File: src/rtl/router_pkg.sv
// Shared widths, header layout and the stored FIFO word for the router output FIFO.
// Latency: n/a (types and constants only).
// Backpressure: n/a.
package router_pkg;

  localparam int DW             = 8;
  localparam int DEPTH          = 16;
  localparam int AW             = $clog2(DEPTH);
  localparam int TIMEOUT_CYCLES = 30;
  localparam int HDR_LEN_MSB    = 7;
  localparam int HDR_LEN_LSB    = 2;
  localparam int PKT_CNT_W      = HDR_LEN_MSB - HDR_LEN_LSB + 1;

  typedef struct packed {
    logic          lfd;
    logic [DW-1:0] data;
  } fifo_word_t;

  // Bytes still owed after a header: payload length from the header plus the parity byte.
  function automatic logic [PKT_CNT_W-1:0] hdr_pkt_cnt(input logic [DW-1:0] hdr);
    return hdr[HDR_LEN_MSB:HDR_LEN_LSB] + PKT_CNT_W'(1);
  endfunction

endpackage

File: src/rtl/router_out_fifo_if.sv
// Bundle between the router FSM/destination driver and one output FIFO.
// Latency: n/a (wiring only).
// Backpressure: writer watches full, reader watches valid_out/empty.
interface router_out_fifo_if;
  import router_pkg::*;

  logic          write_enb;
  logic          lfd_state;
  logic [DW-1:0] data_in;
  logic          soft_reset;
  logic          read_enb;
  logic [DW-1:0] data_out;
  logic          valid_out;
  logic          full;
  logic          empty;
  logic          pkt_done;
  logic          timeout;

  modport master (
    output write_enb, lfd_state, data_in, soft_reset, read_enb,
    input  data_out, valid_out, full, empty, pkt_done, timeout
  );

  modport slave (
    input  write_enb, lfd_state, data_in, soft_reset, read_enb,
    output data_out, valid_out, full, empty, pkt_done, timeout
  );

endinterface

File: src/rtl/router_fifo_mem.sv
// Storage array for the output FIFO: one write port, one combinational read port.
// Latency: write lands at the clock edge; read data follows rd_addr_i with no clock.
// Backpressure: none here; the caller gates wr_en_i with full.
module router_fifo_mem
  import router_pkg::*;
(
  input  logic          clock,
  input  logic          wr_en_i,
  input  logic [AW-1:0] wr_addr_i,
  input  fifo_word_t    wr_word_i,
  input  logic [AW-1:0] rd_addr_i,
  output fifo_word_t    rd_word_o
);

  fifo_word_t mem_q [DEPTH];

  // Capture the pushed word; contents need no reset since pointers define validity.
  always_ff @(posedge clock) begin
    if (wr_en_i) mem_q[wr_addr_i] <= wr_word_i;
  end

  assign rd_word_o = mem_q[rd_addr_i];

endmodule

File: src/rtl/router_out_fifo.sv
// Per-port router output FIFO with packet-boundary tracking; optional idle self-flush (ROUTER_OUT_FIFO_TIMEOUT_EN).
// Latency: popped byte appears on data_out one cycle after read_enb; pkt_done one cycle after the parity byte shows.
// Backpressure: pushes while full and pops while empty are ignored; soft_reset/timeout flush beats both.
module router_out_fifo
  import router_pkg::*;
(
  input logic              clock,
  input logic              resetn,
  router_out_fifo_if.slave bus
);

  logic [AW:0]           wr_ptr_q, wr_ptr_d, rd_ptr_q, rd_ptr_d, count_q, count_d;
  logic [PKT_CNT_W-1:0]  pkt_cnt_q, pkt_cnt_d;
  logic [DW-1:0]         data_out_q, data_out_d;
  logic                  done_pend_q, done_pend_d;
  logic                  pkt_done_q, pkt_done_d;
  logic                  timeout_q;
  logic                  timeout_hit;
  logic                  empty, full, push, pop, flush;
  fifo_word_t            rd_word;

  // Extra wrap bit distinguishes full from empty when the index bits match.
  assign empty = (wr_ptr_q == rd_ptr_q);
  assign full  = (wr_ptr_q[AW] != rd_ptr_q[AW]) && (wr_ptr_q[AW-1:0] == rd_ptr_q[AW-1:0]);
  assign push  = bus.write_enb && !full;
  assign pop   = bus.read_enb && !empty;
  assign flush = bus.soft_reset || timeout_hit;

  router_fifo_mem u_mem (
    .clock     (clock),
    .wr_en_i   (push && !flush),
    .wr_addr_i (wr_ptr_q[AW-1:0]),
    .wr_word_i ('{lfd: bus.lfd_state, data: bus.data_in}),
    .rd_addr_i (rd_ptr_q[AW-1:0]),
    .rd_word_o (rd_word)
  );

`ifdef ROUTER_OUT_FIFO_TIMEOUT_EN
  logic [4:0] idle_q, idle_d;

  // Count cycles where data waits unread; the final count triggers a self-flush.
  always_comb begin
    idle_d      = idle_q;
    timeout_hit = 1'b0;
    if (bus.soft_reset || empty || pop) begin
      idle_d = '0;
    end else if (idle_q == 5'(TIMEOUT_CYCLES - 1)) begin
      timeout_hit = 1'b1;
      idle_d      = '0;
    end else begin
      idle_d = idle_q + 5'd1;
    end
  end

  // Idle counter register.
  always_ff @(posedge clock or negedge resetn) begin
    if (!resetn) idle_q <= '0;
    else         idle_q <= idle_d;
  end
`else
  assign timeout_hit = 1'b0;
`endif

  // Next-state for pointers, occupancy, packet counter and the output byte.
  always_comb begin
    wr_ptr_d    = wr_ptr_q;
    rd_ptr_d    = rd_ptr_q;
    count_d     = count_q;
    pkt_cnt_d   = pkt_cnt_q;
    data_out_d  = data_out_q;
    done_pend_d = 1'b0;
    pkt_done_d  = 1'b0;
    if (flush) begin
      wr_ptr_d   = '0;
      rd_ptr_d   = '0;
      count_d    = '0;
      pkt_cnt_d  = '0;
      data_out_d = '0;
    end else begin
      pkt_done_d = done_pend_q;
      if (push) wr_ptr_d = wr_ptr_q + 1'b1;
      if (pop)  rd_ptr_d = rd_ptr_q + 1'b1;
      if (push && !pop) count_d = count_q + 1'b1;
      if (pop && !push) count_d = count_q - 1'b1;
      if (pop && rd_word.lfd) begin
        // A header starting the next packet overrides the end-of-packet clear.
        data_out_d = rd_word.data;
        pkt_cnt_d  = hdr_pkt_cnt(rd_word.data);
      end else begin
        if (done_pend_q) data_out_d = '0;
        else if (pop)    data_out_d = rd_word.data;
        if (pop && (pkt_cnt_q != '0)) begin
          pkt_cnt_d   = pkt_cnt_q - 1'b1;
          done_pend_d = (pkt_cnt_q == PKT_CNT_W'(1));
        end
      end
    end
  end

  // State registers.
  always_ff @(posedge clock or negedge resetn) begin
    if (!resetn) begin
      wr_ptr_q    <= '0;
      rd_ptr_q    <= '0;
      count_q     <= '0;
      pkt_cnt_q   <= '0;
      data_out_q  <= '0;
      done_pend_q <= 1'b0;
      pkt_done_q  <= 1'b0;
      timeout_q   <= 1'b0;
    end else begin
      wr_ptr_q    <= wr_ptr_d;
      rd_ptr_q    <= rd_ptr_d;
      count_q     <= count_d;
      pkt_cnt_q   <= pkt_cnt_d;
      data_out_q  <= data_out_d;
      done_pend_q <= done_pend_d;
      pkt_done_q  <= pkt_done_d;
      timeout_q   <= timeout_hit;
    end
  end

  assign bus.data_out  = data_out_q;
  assign bus.valid_out = !empty;
  assign bus.full      = full;
  assign bus.empty     = empty;
  assign bus.pkt_done  = pkt_done_q;
  assign bus.timeout   = timeout_q;

endmodule
File: src/flat_wrapper.sv
// flat-port wrapper written by rule: the top's interface ports become plain ports
module router_out_fifo_flat import router_pkg::*;
  (clock, resetn, bus_write_enb, bus_lfd_state, bus_data_in, bus_soft_reset, bus_read_enb, bus_data_out, bus_valid_out, bus_full, bus_empty, bus_pkt_done, bus_timeout);
  router_out_fifo_if bus_i ();
  input logic clock;
  input logic resetn;
  input wire logic [$bits(bus_i.write_enb)-1:0] bus_write_enb;
  input wire logic [$bits(bus_i.lfd_state)-1:0] bus_lfd_state;
  input wire logic [$bits(bus_i.data_in)-1:0] bus_data_in;
  input wire logic [$bits(bus_i.soft_reset)-1:0] bus_soft_reset;
  input wire logic [$bits(bus_i.read_enb)-1:0] bus_read_enb;
  output wire logic [$bits(bus_i.data_out)-1:0] bus_data_out;
  output wire logic [$bits(bus_i.valid_out)-1:0] bus_valid_out;
  output wire logic [$bits(bus_i.full)-1:0] bus_full;
  output wire logic [$bits(bus_i.empty)-1:0] bus_empty;
  output wire logic [$bits(bus_i.pkt_done)-1:0] bus_pkt_done;
  output wire logic [$bits(bus_i.timeout)-1:0] bus_timeout;
  assign bus_i.write_enb = bus_write_enb;
  assign bus_i.lfd_state = bus_lfd_state;
  assign bus_i.data_in = bus_data_in;
  assign bus_i.soft_reset = bus_soft_reset;
  assign bus_i.read_enb = bus_read_enb;
  assign bus_data_out = bus_i.data_out;
  assign bus_valid_out = bus_i.valid_out;
  assign bus_full = bus_i.full;
  assign bus_empty = bus_i.empty;
  assign bus_pkt_done = bus_i.pkt_done;
  assign bus_timeout = bus_i.timeout;
  router_out_fifo u_core (.clock(clock), .resetn(resetn), .bus(bus_i));
endmodule
File: config.mk
export PLATFORM = sky130hd
export DESIGN_NAME = router_out_fifo_flat
export DESIGN_NICKNAME = d
export VERILOG_FILES = /design/src/rtl/router_pkg.sv /design/src/rtl/router_out_fifo_if.sv /design/src/rtl/router_fifo_mem.sv /design/src/rtl/router_out_fifo.sv /design/src/flat_wrapper.sv
export SDC_FILE = /design/constraint.sdc
export NUM_CORES = 1
export LEC_CHECK = 0
export CAP_MARGIN = 25
export CORE_MARGIN = 3
export CORE_UTILIZATION = 60
export DETAILED_ROUTE_END_ITERATION = 8
export PLACE_DENSITY = 0.84
export SLEW_MARGIN = 20
export SYNTH_ARGS = -nofsm -noshare
export SYNTH_HDL_FRONTEND = slang
export SYNTH_SLANG_ARGS = --single-unit
File: constraint.sdc
create_clock -name clock -period 3 [get_ports clock]
set_input_delay 0.3 -clock clock [delete_from_list [all_inputs] [get_ports clock]]
set_output_delay 0.3 -clock clock [all_outputs]
set_load 0.005 [all_outputs]
==> results.cfg, run 1 <==
[finish]
diodes = 0
fin_nets = 480
fillers = 685
layout_common_cells = edfxtp_1, buf_4, clkdlybuf4s50_1
final_common_cell = edfxtp_1
multi_input_area_um2 = 2060
syn2layout_area_growth_pct = 15.2
final_layout_size_suffix_gt1_share_pct = 21.1
design_area_um2 = 8300
seqCellArea_um2 = 4980

[timing]
setup_slack_ns = 0.178
fin_skew_ns = 0.0172
post-route-period-util_pct = 94.1
whs_ns = 0.245
setup_viol = 0
max_slew_margin_pct = 55.8
fmax_mhz = 354
tightest_slew_ns = 0.663
drv_slew = 0
hold_viol_final = 0
rsz0062_at_grt = no
min_period_ns = 2.82
setup_tns_ns = 0

[placed_design]
hpwlAfterDp_mm = 9.23
place_ws_ns = 0.439
portBuffers = 25
dpl-instance-area_um2 = 7720
place_congestion = 0.877

[synth]
syn_nets = 427
ys_seq_area_share_pct = 69.1
synthCells = 404
synth.avg_cell_area_um2 = 17.8
synth_area_um2 = 7200
synth_warnings = 0
synthArstFlopShare_pct = 15.3
yosys.cell_types.count = 51
ys_ff_latch = 170
synth_ff_type = edfxtp_1
synth_edf_count = 144

[clocking]
cts_buffers = 17
ctsRootBufferMaster = clkbuf_16
postCtsHoldBufs = 0
clock-sinks = 170
tritoncts = done
clk_latency_ns = 0.43
max-clock-path-buffers = 2
h-tree-depth = 4
clk_pin_slew_worst_paths_ns = 0.07
postCtsSetupRepairBufs = 0

[worst_setup_path]
crit_path_start_kind = flip-flop
r2r_start = u_core.rd_ptr_q[0]
crit_start = u_core.rd_ptr_q[0]
critPathKind = reg -> out
crit_fanout = 17
cp_data_arrival_time_ns = 2.52
rrSetupSlack_ns = 0.44
cp-end-kind = output port
crit_required_ns = 2.70

[status]
status = finished clean

[floorplanning]
row_count = 39
core_area_um2 = 11600
initial_core_util_pct = 62.3
fp.dieW_um = 116
fp.dieH_um = 116
dieArea_um2 = 13300
ios = 27

[global_route]
antenna_found_initial = 0
grt_pass1_vias = 3879
grt.overflow.total = 0
grt_max_degree = 31
grt_use_total_pct = 25.2
grt_pass1_wl_mm = 23.5

[flow_run]
drv_cap = 0

[routing]
num_vias = 3840
antenna_left = 0
dr.pass1.iters = 5
drcViolationCount = 0
wire_per_inst_um = 25.0
drt-total-wl_mm = 15.3
drt-vias-per-instance = 6.26
drtIter0Drc = 430

[pwr]
p_leak_nw = 2.84
powerDensity_nw_per_um2 = 703
ir_drop_mv = 0.346

[min_path]
hp-class = in -> async
## kinds of logic after synthesis
kind of cell	after synthesis	share of synthesized area [%]
flops	170	69.1
simple gates	84	6.17
mux	56	14.8
compound gates	33	3.25
buf+inv	29	2.43
xor+xnor	22	2.68
fa+ha+maj	9	1.56
other cells	1	0.0521
## per-stage QoR
stage | utilization (%) | power [mW] | instances
2_1_floorplan | - | 3.49 | 404
3_3_place_gp | 66.7 | 3.72 | 581
3_5_place_dp | 66.7 | 3.75 | 581
4_1_cts | 71.7 | 5.86 | 613
5_1_grt | 71.7 | 6.05 | 613
6_report | 71.7 | 5.83 | 613
## path summary, 6_finish.rpt
path / endpoint / cells after the start
worst max-delay path: bus_empty / 5
max in group asynchronous: u_core.rd_ptr_q[2] / 2
worst min register to register: u_core.bus.data_out[5] / 2
worst max register to register: u_core.u_mem.mem_q[11][8] / 6
min in group clock: u_core.bus.data_out[5] / 2
worst min-delay path: u_core.rd_ptr_q[4] / 2
## power breakdown
part           internal, mW  total, mW  leakage [nW]  switching [mW]
Combinational         0.495      0.973         0.915           0.478
Clock                  1.23       2.11         0.279           0.883
Sequential             2.65       2.74          1.65          0.0969
## registers in the layout (all words and copies together) (netlist names)
name                 cells
u_core.bus.data_out      8
u_core.bus.pkt_done      1
u_core.done_pend_q       1
u_core.pkt_cnt_q         6
u_core.rd_ptr_q          5
u_core.u_mem.mem_q     144
u_core.wr_ptr_q          5
## critical path, cell delays in order, from the launching register on
cell             delay, ns
dfrtp_2               0.69
xnor2_1               0.21
nand4_1               0.29
or2_2                 0.37
inv_1                 0.06
clkdlybuf4s50_1       0.49
## per-layer routing
| layer | GRT usage [%] | vias to the layer above | part of all wire, % |
|---|---|---|---|
| li1 | - | 1698 | - |
| met1 | 35.4 | 1920 | 40 |
| met2 | 38.6 | 183 | 48 |
| met3 | 6.11 | 39 | 8.2 |
| met4 | 11.0 | 0 | 3.4 |
| met5 | 0 | - | 0 |
## synth_stat cells (2+ instances only)
cell      number  area (um2)
o22ai_1        5        31.3
clkbuf_1       6        22.5
nor3_1         4        20.0
a22oi_1        2        15.0
mux2i_1       12         120
xor2_1         4        35.0
buf_2          5        25.0
mux2_2         9         101
nand2_1       18        67.6
inv_1         10        37.5
xnor2_1       18         158
and2_1        12        75.1
ha_1           9         113
o21ai_0        7        35.0
mux4_2        21         473
nor2b_1        2        12.5
nand3_1        2        10.0
mux4_1        14         368
edfxtp_1     144        4320
nor4b_1        2        17.5
nand4_1        2        12.5
and4_1         3        26.3
buf_6          3        33.8
nor4_1         7        43.8
or2_2          3        18.8
a22o_1         5        43.8
dfrtp_1       26         651
buf_12         2        40.0
nor2_1        22        82.6
a21oi_1        4        20.0
## cell type report
type	instances	share of cell area, %
clock inverter	14	1.76
tap	143	2.16
timing repair buffer	52	5.61
inverter	11	0.513
multi-input combinational	205	24.8
sequential	170	60.0
clock buffer	18	5.17
## what timing repair did
action	CTS	global route
setup endpoints to repair	0	1
endpoints found under the hold margin	0	0
gates resized for setup	0	1
(Power assumes the default switching activity.)
==> run 2: changes to the inputs <==
Settings changed: CTS_CLUSTER_SIZE from default to 14, SETUP_SLACK_MARGIN from default to 0.2.
==> run 2 against run 1 <==
Compared with the run above:
- clock skew about the same
- critical path type unchanged
- first-iteration DRC count decreased by 19%
- largest cell class unchanged
- clock power about the same
- worst hold slack got worse by 0.0024 ns
- via count increased by 0.99%
- largest power group unchanged
==> results.cfg, run 2 (synthesis results as in run 1) <==
[global_route]
antenna_found_initial = 0
grt.overflow.total = 0
grt_pass1_wl_mm = 23.5
grt_use_total_pct = 25.2
grt_pass1_vias = 3883
grt_max_degree = 31

[clocking]
postCtsHoldBufs = 0
max-clock-path-buffers = 2
clk_latency_ns = 0.43
h-tree-depth = 4
ctsRootBufferMaster = clkbuf_16
clk_pin_slew_worst_paths_ns = 0.07
tritoncts = done
cts_buffers = 17
clock-sinks = 170

[timing]
min_period_ns = 2.58
tightest_slew_ns = 0.657
rsz0062_at_grt = no
fin_skew_ns = 0.0176
fmax_mhz = 388
drv_slew = 0
max_slew_margin_pct = 56.2
post-route-period-util_pct = 85.9
setup_tns_ns = 0
hold_viol_final = 0
setup_viol = 0

[placed_design]
dpl-instance-area_um2 = 7720
hpwlAfterDp_mm = 9.23
place_congestion = 0.877
portBuffers = 25
placed_cells = 581

[finish]
fin_nets = 481
max_flop_register = u_core.u_mem.mem_q
final_layout_size_suffix_gt1_share_pct = 21.2
layout_common_cells = edfxtp_1, buf_4, clkdlybuf4s50_1
largest_register_ffs = 144
diodes = 0
final_common_cell = edfxtp_1
design_area_um2 = 8310
instances_no_fill = 614
fillers = 682
final_core_util_pct = 71.8
syn2layout_area_growth_pct = 15.4

[floorplanning]
fp.dieH_um = 116
fp.dieW_um = 116
dieArea_um2 = 13300
ios = 27
row_count = 39
core_area_um2 = 11600
initial_core_util_pct = 62.3

[routing]
num_vias = 3878
drt-total-wl_mm = 15.4
drtIter0Drc = 350
antenna_left = 0
dr.pass1.iters = 5
drt-vias-per-instance = 6.32
wire_per_inst_um = 25.0
drcViolationCount = 0

[min_path]
hp-class = in -> async

[worst_setup_path]
crit_path_start_kind = flip-flop
max_stage_delay_ns = 0.61
crit_required_ns = 2.70
cp-end-kind = output port
cp_data_arrival_time_ns = 2.28
critPathKind = reg -> out
crit_start = u_core.rd_ptr_q[0]
crit_fanout = 17
r2r_start = u_core.rd_ptr_q[0]
path_cells = xnor2_1 -> nand4_1 -> or2_2 -> inv_1 -> clkdlybuf4s50_1
slowest_stage = dfrtp_4
r2r_cells = 7

[pwr]
powerDensity_nw_per_um2 = 704
ir_drop_mv = 0.348
p_leak_nw = 2.85

[status]
status = finished clean

[flow_run]
drv_cap = 0
[run 2: cell types whose count changed in the layout (fill, tap and decap cells not counted), sizes merged]
cell	before	now
buf	27	28
[run 2: timing repair]
| item | 4_1_cts | 5_1_grt |
|---|---|---|
| gates resized for setup | 2 | 0 |
| buffers inserted | 1 | 0 |
| setup endpoints to repair | 1 | 0 |
[run 2: final cells by class]
type / instances / area (um2) / area share [%]
flip-flops and latches: 170 / 4980 / 60.0
inverters: 11 / 42.5 / 0.512
repair buffers: 53 / 473 / 5.69
multi-input cells: 205 / 2060 / 24.8
clock inverters: 14 / 146 / 1.76
clock buffers: 18 / 429 / 5.17
well taps: 143 / 179 / 2.15
[run 2: per-layer routing]
metal	routed length, um	global-route usage, %	up-vias	part of all wire [%]
met1	6240	35.4	1955	41
met3	1170	6.11	37	7.6
met5	0	0	-	0
li1	-	-	1704	-
met4	518	11.0	0	3.4
met2	7440	38.6	182	48
[run 2: final timing paths]
| path | to | slack [ns] |
|---|---|---|
| max | bus_empty | 0.42 |
| min | u_core.rd_ptr_q[1] | 0.24 |
| max reg2reg | u_core.u_mem.mem_q[11][8] | 0.50 |
| min reg2reg | u_core.bus.data_out[5] | 0.50 |
| max in group asynchronous | u_core.rd_ptr_q[0] | 2.49 |
| min in group clock | u_core.bus.data_out[5] | 0.50 |
[run 2: worst max-delay path, delay by kind of cell, from the launching register on]
family        cells  cell delay, ns
buf+inv           2            0.55
simple gates      2            0.45
xor+xnor          1            0.24
flops             1            0.61
[run 2: power breakdown]
part / internal, mW / switching, mW
registers: 2.65 / 0.0975
clock network: 1.23 / 0.887
logic: 0.503 / 0.481
total: 4.38 / 1.46
[run 2: stage by stage]
stage / total power [mW] / hold WS, ns / setup WS (ns)
3_3_place_gp: 3.72 / 0.507 / 0.484
3_5_place_dp: 3.75 / 0.490 / 0.439
6_report: 5.84 / 0.242 / 0.422
5_1_grt: 6.07 / 0.279 / 0.348
2_1_floorplan: 3.49 / 0.00441 / 0.369
4_1_cts: 5.87 / 0.243 / 0.391
